## src/rtl/stdp_pkg.sv

```systemverilog
// stdp_pkg: shared types, parameter defaults and weight arithmetic for the
// STDP learning block.
package stdp_pkg;

    typedef enum logic {
        IDLE = 1'b0,
        SCAN = 1'b1
    } state_t;

    localparam int N_PRE_DEF       = 8;
    localparam int TW_DEF          = 8;
    localparam int WW_DEF          = 8;
    localparam int WINDOW_DEF      = 16;
    localparam int A_PLUS_DEF      = 16;
    localparam int A_MINUS_DEF     = 8;
    localparam int DECAY_SHIFT_DEF = 2;
    localparam int W_INIT_DEF      = 128;

    // Signed add of a weight and a signed delta, clamped to [0, max_val].
    function automatic logic [31:0] sat_add(input logic signed [31:0] a,
                                            input logic signed [31:0] b,
                                            input logic [31:0]        max_val);
        logic signed [32:0] s;
        s = 33'(a) + 33'(b);
        if (s < 0) return '0;
        if (s > $signed({1'b0, max_val})) return max_val;
        return s[31:0];
    endfunction

endpackage

```

## src/rtl/stdp_timer.sv

```systemverilog
// stdp_timer: cycles-since-last-spike counter; clears on a spike and
// saturates at all-ones instead of wrapping.
module stdp_timer #(
    parameter int TW = 8
) (
    input  logic          clk,
    input  logic          rst,
    input  logic          spike,
    output logic [TW-1:0] value
);

    // Load zero on spike, otherwise count up until saturated.
    always_ff @(posedge clk or posedge rst) begin
        if (rst) begin
            value <= '1;
        end else if (spike) begin
            value <= '0;
        end else if (value != '1) begin
            value <= value + TW'(1);
        end
    end

endmodule

```

## src/rtl/stdp_learn.sv

```systemverilog
// stdp_learn: pair-based STDP weight learning for N_PRE synapses feeding one
// post-synaptic neuron. Spike events latch pending LTP/LTD updates; a scan
// engine applies one channel per cycle to the weight table.
// Optional: define STDP_UPD_MON_EN to add upd_valid/upd_idx/upd_weight.
module stdp_learn
    import stdp_pkg::*;
#(
    parameter int N_PRE       = N_PRE_DEF,
    parameter int TW          = TW_DEF,
    parameter int WW          = WW_DEF,
    parameter int WINDOW      = WINDOW_DEF,
    parameter int A_PLUS      = A_PLUS_DEF,
    parameter int A_MINUS     = A_MINUS_DEF,
    parameter int DECAY_SHIFT = DECAY_SHIFT_DEF,
    parameter int W_INIT      = W_INIT_DEF
) (
    input  logic                     clk,
    input  logic                     rst,
    input  logic                     en,
    input  logic [N_PRE-1:0]         pre_spike,
    input  logic                     post_spike,
    input  logic                     wr_en,
    input  logic [$clog2(N_PRE)-1:0] wr_idx,
    input  logic [WW-1:0]            wr_data,
    input  logic [$clog2(N_PRE)-1:0] rd_idx,
    output logic [WW-1:0]            rd_weight,
    output logic                     busy
`ifdef STDP_UPD_MON_EN
    ,
    output logic                     upd_valid,
    output logic [$clog2(N_PRE)-1:0] upd_idx,
    output logic [WW-1:0]            upd_weight
`endif
);

    localparam int          IW   = $clog2(N_PRE);
    localparam int          AW   = WW + 2;
    localparam logic [31:0] WMAX = 32'((64'd1 << WW) - 64'd1);

    logic [TW-1:0]        pre_t [N_PRE];
    logic [TW-1:0]        post_t;

    logic [N_PRE-1:0]     ltp_pend;
    logic [N_PRE-1:0]     ltd_pend;
    logic [N_PRE-1:0]     ltp_set;
    logic [N_PRE-1:0]     ltd_set;
    logic [N_PRE-1:0]     clr;
    logic [TW-1:0]        ltp_dt     [N_PRE];
    logic [TW-1:0]        ltd_dt     [N_PRE];
    logic [TW-1:0]        ltp_dt_new [N_PRE];

    logic [WW-1:0]        weight [N_PRE];

    state_t               state;
    logic [IW-1:0]        idx;
    logic                 pend_left;

    logic [AW-1:0]        ltp_amp;
    logic [AW-1:0]        ltd_amp;
    logic signed [AW-1:0] delta;
    logic [WW-1:0]        new_w;
    logic                 eng_apply;

    for (genvar g = 0; g < N_PRE; g++) begin : g_pre_timer
        stdp_timer #(.TW(TW)) u_timer (
            .clk   (clk),
            .rst   (rst),
            .spike (pre_spike[g]),
            .value (pre_t[g])
        );
    end

    stdp_timer #(.TW(TW)) u_post_timer (
        .clk   (clk),
        .rst   (rst),
        .spike (post_spike),
        .value (post_t)
    );

    // Spike pairing: a coincident pre/post pair is LTP with dt=0 and never LTD.
    always_comb begin
        ltp_set = '0;
        ltd_set = '0;
        for (int unsigned i = 0; i < N_PRE; i++) begin
            ltp_dt_new[i] = pre_spike[i] ? '0 : pre_t[i];
            if (en && post_spike && (pre_spike[i] || (32'(pre_t[i]) < WINDOW)))
                ltp_set[i] = 1'b1;
            if (en && pre_spike[i] && !post_spike && (32'(post_t) < WINDOW))
                ltd_set[i] = 1'b1;
        end
    end

    // Engine clear mask and whether anything is still pending after this cycle.
    always_comb begin
        clr       = (state == SCAN) ? (N_PRE'(1) << idx) : '0;
        pend_left = |(ltp_set | ltd_set | ((ltp_pend | ltd_pend) & ~clr));
    end

    // Net decayed delta for the scanned channel and its saturated new weight.
    always_comb begin
        ltp_amp = '0;
        ltd_amp = '0;
        if (ltp_pend[idx]) ltp_amp = AW'(A_PLUS) >> (ltp_dt[idx] >> DECAY_SHIFT);
        if (ltd_pend[idx]) ltd_amp = AW'(A_MINUS) >> (ltd_dt[idx] >> DECAY_SHIFT);
        delta     = $signed(ltp_amp) - $signed(ltd_amp);
        new_w     = WW'(sat_add(32'(weight[idx]), 32'(delta), WMAX));
        eng_apply = (state == SCAN) && (ltp_pend[idx] || ltd_pend[idx])
                    && !(wr_en && (wr_idx == idx));
    end

    // Pending bits: a new event sets (latest dt wins) and beats the engine clear.
    always_ff @(posedge clk or posedge rst) begin
        if (rst) begin
            ltp_pend <= '0;
            ltd_pend <= '0;
            for (int unsigned i = 0; i < N_PRE; i++) begin
                ltp_dt[i] <= '0;
                ltd_dt[i] <= '0;
            end
        end else begin
            ltp_pend <= ltp_set | (ltp_pend & ~clr);
            ltd_pend <= ltd_set | (ltd_pend & ~clr);
            for (int unsigned i = 0; i < N_PRE; i++) begin
                if (ltp_set[i]) ltp_dt[i] <= ltp_dt_new[i];
                if (ltd_set[i]) ltd_dt[i] <= post_t;
            end
        end
    end

    // Weight table: host write overrides an engine update to the same channel.
    always_ff @(posedge clk or posedge rst) begin
        if (rst) begin
            for (int unsigned i = 0; i < N_PRE; i++) weight[i] <= WW'(W_INIT);
        end else begin
            if (eng_apply) weight[idx] <= new_w;
            if (wr_en && (32'(wr_idx) < N_PRE)) weight[wr_idx] <= wr_data;
        end
    end

    // Scan FSM: walk all channels, wrapping while anything is still pending.
    always_ff @(posedge clk or posedge rst) begin
        if (rst) begin
            state <= IDLE;
            idx   <= '0;
            busy  <= 1'b0;
        end else begin
            case (state)
                IDLE: begin
                    if (|(ltp_pend | ltd_pend)) begin
                        state <= SCAN;
                        idx   <= '0;
                        busy  <= 1'b1;
                    end
                end
                SCAN: begin
                    if (idx == IW'(N_PRE - 1)) begin
                        idx <= '0;
                        if (!pend_left) begin
                            state <= IDLE;
                            busy  <= 1'b0;
                        end
                    end else begin
                        idx <= idx + IW'(1);
                    end
                end
                default: begin
                    state <= IDLE;
                    idx   <= '0;
                    busy  <= 1'b0;
                end
            endcase
        end
    end

    // Combinational weight read; out-of-range selects read as zero.
    always_comb begin
        rd_weight = '0;
        if (32'(rd_idx) < N_PRE) rd_weight = weight[rd_idx];
    end

`ifdef STDP_UPD_MON_EN
    // One-cycle pulse per applied engine update carrying the new weight.
    always_ff @(posedge clk or posedge rst) begin
        if (rst) begin
            upd_valid  <= 1'b0;
            upd_idx    <= '0;
            upd_weight <= '0;
        end else begin
            upd_valid <= eng_apply;
            if (eng_apply) begin
                upd_idx    <= idx;
                upd_weight <= new_w;
            end
        end
    end
`endif

endmodule

```

## config.mk

```make
export PLATFORM = sky130hd
export DESIGN_NAME = stdp_learn
export DESIGN_NICKNAME = d
export VERILOG_FILES = /design/src/rtl/stdp_pkg.sv /design/src/rtl/stdp_timer.sv /design/src/rtl/stdp_learn.sv
export SDC_FILE = /design/constraint.sdc
export NUM_CORES = 1
export LEC_CHECK = 0
export ABC_AREA = 1
export BUFFER_PORTS_ARGS = -buffer_cell sky130_fd_sc_hd__buf_4
export CAP_MARGIN = 5
export CORE_AREA = 3 3 163 165
export CTS_CLUSTER_DIAMETER = 40
export DETAILED_ROUTE_END_ITERATION = 6
export DIE_AREA = 0 0 166 168
export GPL_TIMING_DRIVEN = 0
export PLACE_DENSITY = 0.71
export SYNTH_ARGS = -nofsm -noshare
export SYNTH_HDL_FRONTEND = slang
export SYNTH_SLANG_ARGS = --single-unit
```

## constraint.sdc

```tcl
create_clock -name clk -period 14.45 [get_ports clk]
set_clock_uncertainty 0.1 [all_clocks]
set_input_delay 1.445 -clock clk [delete_from_list [all_inputs] [get_ports clk]]
set_output_delay 1.445 -clock clk [all_outputs]
set_load 0.03 [all_outputs]
```

==> impl_metrics.csv, run 1 <==
group,metric,value,unit
timing,period_needed,6.168,ns
critical_path,startpoint_of_the_most_critical_setup_path,"idx[2]",
job,maximum_capacitance_violations,0,
placed_design,place.gp.congestion,1.048,
timing,report.final.slew_viol_count,0,
cts,cts_sinks,253,
floorplanning,initial_utilization,54.88,%
yosys,synth-edff-count,0,
critical_path,cp_slowest_cell,"sky130_fd_sc_hd__nor2_1",
cts,post_cts_buffers,0,
yosys,synth_cell_types,52,
timing,fmaxAchievable,162.1,MHz
yosys,area_of_the_mapped_netlist,13820,um2
timing,report.final.setup_viol,0,
global_routing,first_global_vias,12060,
timing,transition_time_at_the_pin_with_the_least_slew_margin,1.241,ns
timing,setup_repair_after_global_routing_missed_its_margin,"false",
yosys,async_flop_share,100.0,%
floorplanning,ioPinCount,36,
pwr,maximum_resistive_drop_on_vdd,0.1029,mV
timing,fin_crit_sh,42.69,%
critical_path,critPathRequiredTime,14.79,ns
timing,timing_hold_violations_final,0,
cts,cts-buffers-inserted,39,
final_layout,final_net_count,1888,
floorplanning,row_count,58,
final_layout,drive_above_1_share,12.20,%
yosys,ys_seq_elements,253,
outcome,status,"complete, no violations",
cts,cts_resized,0,
cts,clock_tree.buffer_depth,3,
critical_path,critical_path.startpoint_type,"register",
critical_path,cp_data_arrival_time,6.51,ns
yosys,yosys.cell_count.top_type,"sky130_fd_sc_hd__nand2_1",
cts,maximum_level_of_the_cts_h_tree,2,
yosys,synthDominantCellAreaShare,31.32,%
final_layout,area_delta_synth_final,14.45,%
critical_path,setup.worst_path.class,"reg -> reg",
floorplanning,floorplan.die_area,27890,um2
critical_path,max_stage_delay,0.50,ns
min_path,worstHoldPathType,"reg -> reg",
pwr,p_per_area,151.5,nW/um2
yosys,synth.net_count,1824,
yosys,syn_avg_cell_area,7.826,um2
critical_path,worstSetupEndpointType,"register",
yosys,postSynth.topFlopCell,"sky130_fd_sc_hd__dfrtp_1",
yosys,synthDominantAreaCellType,"sky130_fd_sc_hd__dfrtp_1",
final_layout,num_antenna_cells,0,
cts,clk_root_buffer_cell,"sky130_fd_sc_hd__clkbuf_16",
drt,antenna_violating_nets_post_route,0,
drt,detailedRoute.firstIterationViolations,1494,
global_routing,grt_pass1_wl,66280,um
floorplanning,core-area,25180,um2
drt,vias,12740,
global_routing,grt.total_usage,29.36,%
cts,cts_hold_buf,0,
critical_path,crit-reg2reg-launch,"idx[2]",
timing,totalNegativeSetupSlack,0,ns
drt,finalWirelength,41180,um
cts,clock_tree_from_tritoncts,"done",
floorplanning,die-height,168,um
cts,clk_pin_slew,0.05,ns
final_layout,utilization,62.81,%
drt,drcViolationCount,0,
global_routing,grt_total_ovfl,0,
cts,insertion_delay,0.53,ns
yosys,synth-seq-area-share,46.53,%
pwr,cellLeakagePower,6.990,nW
placed_design,placement.io_buffers,21,
pwr,power,2.396,mW
drt,detailedRoute.firstPassIterationCount,6,
yosys,ys_warn_count,0,
drt,route.detailed.vias_per_inst,5.819,
yosys,synth_top_cells_by_count,"sky130_fd_sc_hd__nand2_1 (276), sky130_fd_sc_hd__inv_1 (253), sky130_fd_sc_hd__nor2_1 (242)",
critical_path,worstPathMaxFanout,10,
yosys,post_synth_inst_count,1766,
min_path,hold_path.startpoint,"ltd_dt[2]",
timing,slew_headroom,16.63,%
global_routing,pin_count_of_the_biggest_net_entering_global_routing,97,
floorplanning,fp.dieW,166,um
drt,wl_per_cell,18.80,um
placed_design,hpwl,28970,um
global_routing,initial_antenna_violation_count,0,
yosys,yosys-top-cells-area,"sky130_fd_sc_hd__dfrtp_1 (31%), sky130_fd_sc_hd__dfstp_2 (15%), sky130_fd_sc_hd__nand2_1 (7.5%)",
-- metrics by stage --
stage	hold slack, ns	std cells	setup WS (ns)	area (um2)
3_5_place_dp	0.3611	2119	8.410	14450
4_1_cts	0.3745	2190	8.376	15820
3_3_place_gp	0.3580	2117	3.143	14390
2_1_floorplan	0.3422	1766	6.081	13820
6_report	0.3719	2190	8.282	15820
5_1_grt	0.4037	2190	7.899	15820
-- cell type report --
type,instances,area [um2]
buffer,45,202.7
clock inverter,22,320.3
fill,2154,9364
tap,330,412.9
timing repair buffer,23,212.7
sequential,253,6431
clock buffer,49,1044
inverter,268,1023
multi-input combinational,1200,6171
-- power breakdown --
| group | total (mW) | internal [mW] | switching (mW) | leakage (nW) |
|---|---|---|---|---|
| Combinational | 0.500 | 0.168 | 0.333 | 3.29 |
| Clock | 0.988 | 0.630 | 0.359 | 0.669 |
| Sequential | 0.907 | 0.812 | 0.0949 | 3.03 |
-- sequential cells by signal, indices dropped and copies added (netlist names) --
register,flops
state,1
weight,64
busy,1
ltp_pend,8
u_post_timer.value,8
ltp_dt,48
idx,3
ltd_pend,8
g_pre_timer.u_timer.value,64
ltd_dt,48
-- logic make-up (layout without fill, tap and decap cells) --
family	count (synthesis)	count (layout)	share of synthesized area [%]
adder cells (fa/ha/maj)	31	31	2.915
XOR/XNOR	15	15	0.9505
AO/OA/AOI/OAI	403	403	16.33
buffers and inverters	313	407	8.818
AND/OR/NAND/NOR	751	751	24.45
flip-flops	253	253	46.53
-- final timing paths --
path / end / slack (ns) / depth (start not counted)
max: weight[44] / 8.28 / 29
min: ltd_dt[2] / 0.37 / 2
max reg2reg: weight[44] / 8.28 / 29
min reg2reg: ltd_dt[2] / 0.37 / 2
max in group asynchronous: g_pre_timer[3].u_timer.value[3] / 12.50 / 3
min in group asynchronous: weight[53] / 0.91 / 2
-- per-layer routing --
metal / wire length [um] / up-vias / track usage (%)
met5: 0 / - / 0
met4: 1546 / 0 / 9.946
met3: 3721 / 135 / 5.353
met2: 18340 / 577 / 45.07
met1: 17570 / 6019 / 42.41
li1: - / 6013 / -
-- cells in the final DEF (no fill, tap or decap), drive strengths merged, types with 6 or more instances in the layout --
master and instances:
a211oi 10, nand3 139, o21ai 118, a31oi 31, a22oi 7, nand4 22, inv 267, ha 29
o31ai 16, nand2 288, a221oi 7, xor2 10, a21oi 170, bufinv 6, clkinv 17, nor3 40
buf 49, o22ai 26, dfstp 80, nor2 245, dfrtp 173, clkbuf 68, nor4 9
-- critical path, delay by kind of cell (launching register included) --
family	cells	cell delay, ns
fa+ha+maj	4	1.06
flops	1	0.42
simple gates	15	2.96
compound gates	4	0.62
buf+inv	6	0.92
Note: power is estimated with default switching activity, not from simulation.
==> inputs of run 2 (changes only) <==
==> constraint.sdc (replaced) <==
create_clock -name clk -period 5.8 [get_ports clk]
set_clock_uncertainty 0.1 [all_clocks]
set_input_delay 0.58 -clock clk [delete_from_list [all_inputs] [get_ports clk]]
set_output_delay 0.58 -clock clk [all_outputs]
set_load 0.03 [all_outputs]
==> run 2 against run 1 <==
Die area unchanged; sequential power increased to 2.5 times the previous value; via count increased by 0.26%; final cell count increased by 0.55%; critical endpoint is now weight[45]; largest cell class unchanged; highest routed layer unchanged.
==> impl_metrics.csv, run 2 (synthesis results as in run 1) <==
group,metric,value,unit
timing,timing_hold_violations_final,0,
floorplanning,ioPinCount,36,
final_layout,area_delta_synth_final,15.96,%
timing,totalNegativeSetupSlack,0,ns
placed_design,hpwl,30260,um
drt,drcViolationCount,0,
pwr,switchingPower,1.976,mW
pwr,power,6.021,mW
critical_path,cp_slowest_cell,"sky130_fd_sc_hd__dfrtp_1",
critical_path,worst_r2r_path_depth,31,
global_routing,initial_antenna_violation_count,0,
final_layout,largestRegisters,"g_pre_timer.u_timer.value: 64 flops, weight: 64 flops",
cts,clock_tree_from_tritoncts,"done",
job,maximum_capacitance_violations,0,
drt,finalWirelength,41540,um
pwr,clockPowerShare,41.4,%
cts,cts_sinks,253,
critical_path,worstPathMaxFanout,11,
timing,report.final.slew_viol_count,0,
critical_path,cp_data_arrival_time,5.72,ns
global_routing,grt_total_ovfl,0,
global_routing,grt_pass1_wl,65860,um
floorplanning,row_count,58,
critical_path,critical_path.startpoint_type,"register",
outcome,status,"complete, no violations",
pwr,p_per_area,375.7,nW/um2
cts,clock_tree.buffer_depth,3,
floorplanning,floorplan.die_area,27890,um2
timing,fin_crit_sh,92.85,%
cts,clk_pin_slew,0.06,ns
critical_path,startpoint_of_the_most_critical_setup_path,"idx[0]",
placed_design,place.gp.congestion,1.032,
timing,setup_repair_after_global_routing_missed_its_margin,"false",
timing,transition_time_at_the_pin_with_the_least_slew_margin,1.165,ns
pwr,maximum_resistive_drop_on_vdd,0.4630,mV
critical_path,critPathRequiredTime,6.13,ns
final_layout,drive_above_1_share,13.68,%
pwr,combinational_fraction_of_design_power,20.6,%
critical_path,max_stage_delay,0.44,ns
timing,slew_headroom,21.70,%
floorplanning,fp.dieW,166,um
pwr,power_report.internal_total,4.045,mW
drt,route.detailed.vias_per_inst,5.802,
floorplanning,initial_utilization,54.88,%
drt,antenna_violating_nets_post_route,0,
drt,detailedRoute.firstPassIterationCount,6,
floorplanning,core-area,25180,um2
min_path,worstHoldPathType,"in -> async",
pwr,cellLeakagePower,7.053,nW
final_layout,most-common-layout-cells,"sky130_fd_sc_hd__nand2_1 (271), sky130_fd_sc_hd__inv_1 (249), sky130_fd_sc_hd__nor2_1 (238), sky130_fd_sc_hd__dfrtp_1 (172), sky130_fd_sc_hd__a21oi_1 (170)",
timing,period_needed,5.385,ns
timing,report.final.setup_viol,0,
cts,insertion_delay,0.53,ns
critical_path,setup.worst_path.class,"reg -> reg",
critical_path,crit-reg2reg-launch,"idx[0]",
pwr,switching_share,32.82,%
global_routing,first_global_vias,11970,
global_routing,grt.total_usage,29.47,%
final_layout,final_net_count,1897,
drt,detailedRoute.firstIterationViolations,1511,
placed_design,placement.io_buffers,21,
cts,clk_root_buffer_cell,"sky130_fd_sc_hd__clkbuf_16",
timing,fmaxAchievable,185.7,MHz
final_layout,num_antenna_cells,0,
critical_path,worstSetupEndpointType,"register",
floorplanning,die-height,168,um
cts,maximum_level_of_the_cts_h_tree,2,
global_routing,pin_count_of_the_biggest_net_entering_global_routing,44,
cts,cts-buffers-inserted,42,
pwr,sequentialPowerShare,38.1,%
critical_path,rrSetupSlack,0.41,ns
drt,wl_per_cell,18.86,um
final_layout,layout_commonest_cell,"sky130_fd_sc_hd__nand2_1",
drt,vias,12780,
[run 2: power by group through the flow]
| stage | combinational, mW | clock, mW | sequential, mW |
|---|---|---|---|
| final | 1.24 | 2.49 | 2.29 |
| after global routing | 1.35 | 2.61 | 2.30 |
| after CTS | 1.21 | 2.52 | 2.27 |
| after detailed placement | 1.21 | 0 | 2.29 |
| after global placement | 1.18 | 0 | 2.29 |
| after floorplan | 0.842 | 0 | 2.16 |
[run 2: repair_timing]
action	CTS	global route
hold endpoints to repair	0	0
hold buffers	0	0
gates resized for setup	3	26
setup endpoints to repair	64	64
pin swaps	0	4
setup buffers	0	1
[run 2: final timing paths]
path,endpoint
setup / recovery,weight[45]
hold / removal,ltp_dt[36]
setup reg to reg,weight[45]
hold reg to reg,ltd_dt[2]
max in group asynchronous,weight[63]
min in group clk,g_pre_timer[0].u_timer.value[6]
[run 2: critical path, delay by kind of cell (launching register included)]
family / cells / cell delay, ns
simple gates: 14 / 1.95
buf+inv: 8 / 1.07
fa+ha+maj: 4 / 1.06
compound gates: 5 / 0.66
flops: 1 / 0.44
[run 2: cell type report]
class	instances	area (um2)
buffer	45	212.7
clock buffer	53	1154
clock inverter	24	267.8
fill	2229	9155
inverter	268	1025
multi-input combinational	1200	6232
sequential	253	6432
tap	330	412.9
timing repair buffer	29	290.3
[run 2: through the flow]
step,cell area [um2],worst slack [ns],cells,utilization [%],hold slack (ns)
2_1_floorplan,13820,1.119,1766,-,0.3422
3_3_place_gp,14400,-0.05958,2117,57.16,0.3637
3_5_place_dp,14520,-0.1391,2123,57.64,0.3607
4_1_cts,15940,0.02242,2200,63.30,0.1039
5_1_grt,16030,0.02781,2202,63.64,0.1242
6_report,16030,0.4149,2202,63.64,0.1061
[run 2: per-layer routing]
layer,GRT usage (%),vias up,share of wire [%]
met2,44.05,537,43
met5,0,-,0
met3,5.025,98,8.7
met4,8.246,0,2.7
met1,44.55,6108,46
li1,-,6034,-
==> inputs of run 3 (changes only) <==
--- a/config.mk
+++ b/config.mk
@@ -8,12 +8,12 @@
 export ABC_AREA = 1
 export BUFFER_PORTS_ARGS = -buffer_cell sky130_fd_sc_hd__buf_4
 export CAP_MARGIN = 5
-export CORE_AREA = 3 3 163 165
+export CORE_AREA = 3 3 153 155
 export CTS_CLUSTER_DIAMETER = 40
 export DETAILED_ROUTE_END_ITERATION = 6
-export DIE_AREA = 0 0 166 168
+export DIE_AREA = 0 0 156 158
 export GPL_TIMING_DRIVEN = 0
-export PLACE_DENSITY = 0.71
+export PLACE_DENSITY = 0.79
 export SYNTH_ARGS = -nofsm -noshare
 export SYNTH_HDL_FRONTEND = slang
 export SYNTH_SLANG_ARGS = --single-unit
==> run 3 against run 2 <==
Sequential share of layout area grew 0.53 points; clock power shrank 7%; first-iteration DRC count shrank 4.9%; final area shrank 1.3%; global-route usage grew 3.8 points; non-clock buffer count shrank 1; power shrank 3.9%; critical endpoint is now weight[28].
==> impl_metrics.csv, run 3 (synthesis results as in run 1) <==
group,metric,value,unit
outcome,status,"complete, no violations",
timing,setup_repair_after_global_routing_missed_its_margin,"false",
drt,drcViolationCount,0,
critical_path,worstSetupEndpointType,"register",
cts,cts-buffers-inserted,38,
floorplanning,core-area,21960,um2
critical_path,critPathRequiredTime,6.09,ns
critical_path,critical_path.startpoint_type,"register",
pwr,combinational_fraction_of_design_power,20.6,%
floorplanning,row_count,54,
cts,insertion_delay,0.51,ns
cts,clock_tree_from_tritoncts,"done",
final_layout,drive_above_1_share,13.31,%
pwr,clockPowerShare,40.1,%
timing,report.final.setup_viol,0,
final_layout,layout_commonest_cell,"sky130_fd_sc_hd__nand2_1",
timing,period_needed,5.352,ns
final_layout,num_antenna_cells,0,
min_path,worstHoldPathType,"in -> async",
global_routing,grt_total_ovfl,0,
timing,timing_hold_violations_final,0,
cts,maximum_level_of_the_cts_h_tree,2,
floorplanning,die-height,158,um
cts,cts_sinks,253,
timing,setup_slack,0.4483,ns
placed_design,place.gp.congestion,1.005,
placed_design,place_worst_setup_slack,-0.01696,ns
pwr,switchingPower,1.888,mW
timing,transition_time_at_the_pin_with_the_least_slew_margin,1.199,ns
placed_design,placement.io_buffers,21,
final_layout,area_delta_synth_final,14.44,%
pwr,p_per_area,365.8,nW/um2
pwr,switching_share,32.63,%
placed_design,detailed_place.area,14450,um2
timing,slew_headroom,19.43,%
floorplanning,fp.dieW,156,um
timing,fin_crit_sh,92.27,%
final_layout,largestRegisters,"g_pre_timer.u_timer.value: 64 flops, weight: 64 flops",
critical_path,setup.worst_path.class,"reg -> reg",
final_layout,most-common-layout-cells,"sky130_fd_sc_hd__nand2_1 (272), sky130_fd_sc_hd__inv_1 (247), sky130_fd_sc_hd__nor2_1 (237), sky130_fd_sc_hd__dfrtp_1 (173), sky130_fd_sc_hd__a21oi_1 (170)",
critical_path,worstPathMaxFanout,10,
final_layout,final_area,15820,um2
drt,detailedRoute.firstPassIterationCount,6,
drt,finalWirelength,40420,um
cts,clk_pin_slew,0.06,ns
floorplanning,floorplan.die_area,24650,um2
global_routing,grt.total_usage,33.27,%
cts,clk_root_buffer_cell,"sky130_fd_sc_hd__clkbuf_16",
timing,totalNegativeSetupSlack,0,ns
cts,cts_hold_buf,0,
drt,antenna_violating_nets_post_route,0,
global_routing,first_global_vias,12190,
floorplanning,ioPinCount,36,
timing,report.final.slew_viol_count,0,
pwr,sequentialPowerShare,39.2,%
job,maximum_capacitance_violations,0,
timing,final_hold_slack,0.1016,ns
pwr,cellLeakagePower,6.982,nW
drt,wl_per_cell,18.86,um
global_routing,pin_count_of_the_biggest_net_entering_global_routing,43,
placed_design,hpwl,29530,um
cts,clock_tree.buffer_depth,3,
pwr,power_report.internal_total,3.898,mW
drt,detailedRoute.firstIterationViolations,1437,
floorplanning,initial_utilization,62.94,%
critical_path,cp_data_arrival_time,5.64,ns
global_routing,grt_pass1_wl,64800,um
drt,vias,12890,
final_layout,final_net_count,1892,
drt,route.detailed.vias_per_inst,6.016,
timing,fmaxAchievable,186.9,MHz
global_routing,initial_antenna_violation_count,0,
pwr,maximum_resistive_drop_on_vdd,0.2755,mV
final_layout,utilization,72.03,%
[run 3: final cells by class]
| type | count | area (um2) |
|---|---|---|
| timing repair buffer | 28 | 285.3 |
| clock inverter | 20 | 234.0 |
| clock buffer | 49 | 1064 |
| buffer | 45 | 210.2 |
| inverter | 268 | 1026 |
| tap | 280 | 350.3 |
| fill | 1709 | 6142 |
| sequential | 253 | 6431 |
| multi-input combinational | 1200 | 6216 |
[run 3: path summary, 6_finish.rpt]
check,from,end,slack (ns),depth (start not counted)
min in group clk,pre_spike[0],g_pre_timer[0].u_timer.value[6],0.13,2
worst max register to register,idx[0],weight[28],0.45,27
worst min-delay path,rst,ltd_dt[23],0.10,2
max in group asynchronous,rst,weight[7],4.50,4
worst min register to register,ltp_dt[10],ltp_dt[10],0.38,2
worst max-delay path,idx[0],weight[28],0.45,27
[run 3: critical path: stages (launching register included)]
cell and delay, ns:
sky130_fd_sc_hd__dfrtp_1 0.44, sky130_fd_sc_hd__buf_4 0.22, sky130_fd_sc_hd__buf_4 0.21, sky130_fd_sc_hd__nand2_4 0.18, sky130_fd_sc_hd__clkinvlp_4 0.13, sky130_fd_sc_hd__buf_4 0.17
sky130_fd_sc_hd__a221oi_1 0.41, sky130_fd_sc_hd__nand4_1 0.22, sky130_fd_sc_hd__nor2_1 0.18, sky130_fd_sc_hd__nand3_1 0.09, sky130_fd_sc_hd__ha_1 0.35, sky130_fd_sc_hd__nand2_1 0.08
sky130_fd_sc_hd__nor2_1 0.04, sky130_fd_sc_hd__a211oi_2 0.20, sky130_fd_sc_hd__nor2_1 0.08, sky130_fd_sc_hd__nor2_2 0.21, sky130_fd_sc_hd__nand2_4 0.10, sky130_fd_sc_hd__inv_2 0.08
sky130_fd_sc_hd__ha_1 0.29, sky130_fd_sc_hd__nand2_1 0.09, sky130_fd_sc_hd__a21oi_1 0.06, sky130_fd_sc_hd__a211oi_1 0.17, sky130_fd_sc_hd__nand2_1 0.13, sky130_fd_sc_hd__or2_2 0.32
sky130_fd_sc_hd__nand3_4 0.23, sky130_fd_sc_hd__nand3_4 0.23, sky130_fd_sc_hd__nand3_1 0.13, sky130_fd_sc_hd__a21oi_1 0.08
[run 3: per-layer routing]
layer / track usage [%] / up-vias / share of wire (%)
met5: 0 / - / 0
met1: 48.69 / 6205 / 43
li1: - / 6024 / -
met3: 7.682 / 85 / 10
met4: 8.452 / 0 / 2.2
met2: 50.49 / 579 / 44
[run 3: power groups by stage]
| stage | logic (mW) | clock network, mW | registers, mW |
|---|---|---|---|
| finish | 1.19 | 2.32 | 2.27 |
| floorplan | 0.842 | 0 | 2.16 |
| CTS | 1.16 | 2.34 | 2.25 |
| detailed placement | 1.16 | 0 | 2.27 |
| global placement | 1.12 | 0 | 2.27 |
| global route | 1.30 | 2.42 | 2.28 |
[run 3: timing repair]
| action | CTS | global route |
|---|---|---|
| buffers inserted | 0 | 1 |
| resized for setup | 1 | 24 |
| setup endpoints to repair | 64 | 64 |
| pin swaps | 0 | 3 |
[run 3: per-stage QoR]
| step | std cells | power [mW] |
|---|---|---|
| after floorplan | 1766 | 3.007 |
| after CTS | 2142 | 5.745 |
| after global placement | 2067 | 3.390 |
| after global routing | 2143 | 6.005 |
| final | 2143 | 5.786 |
| after detailed placement | 2073 | 3.428 |
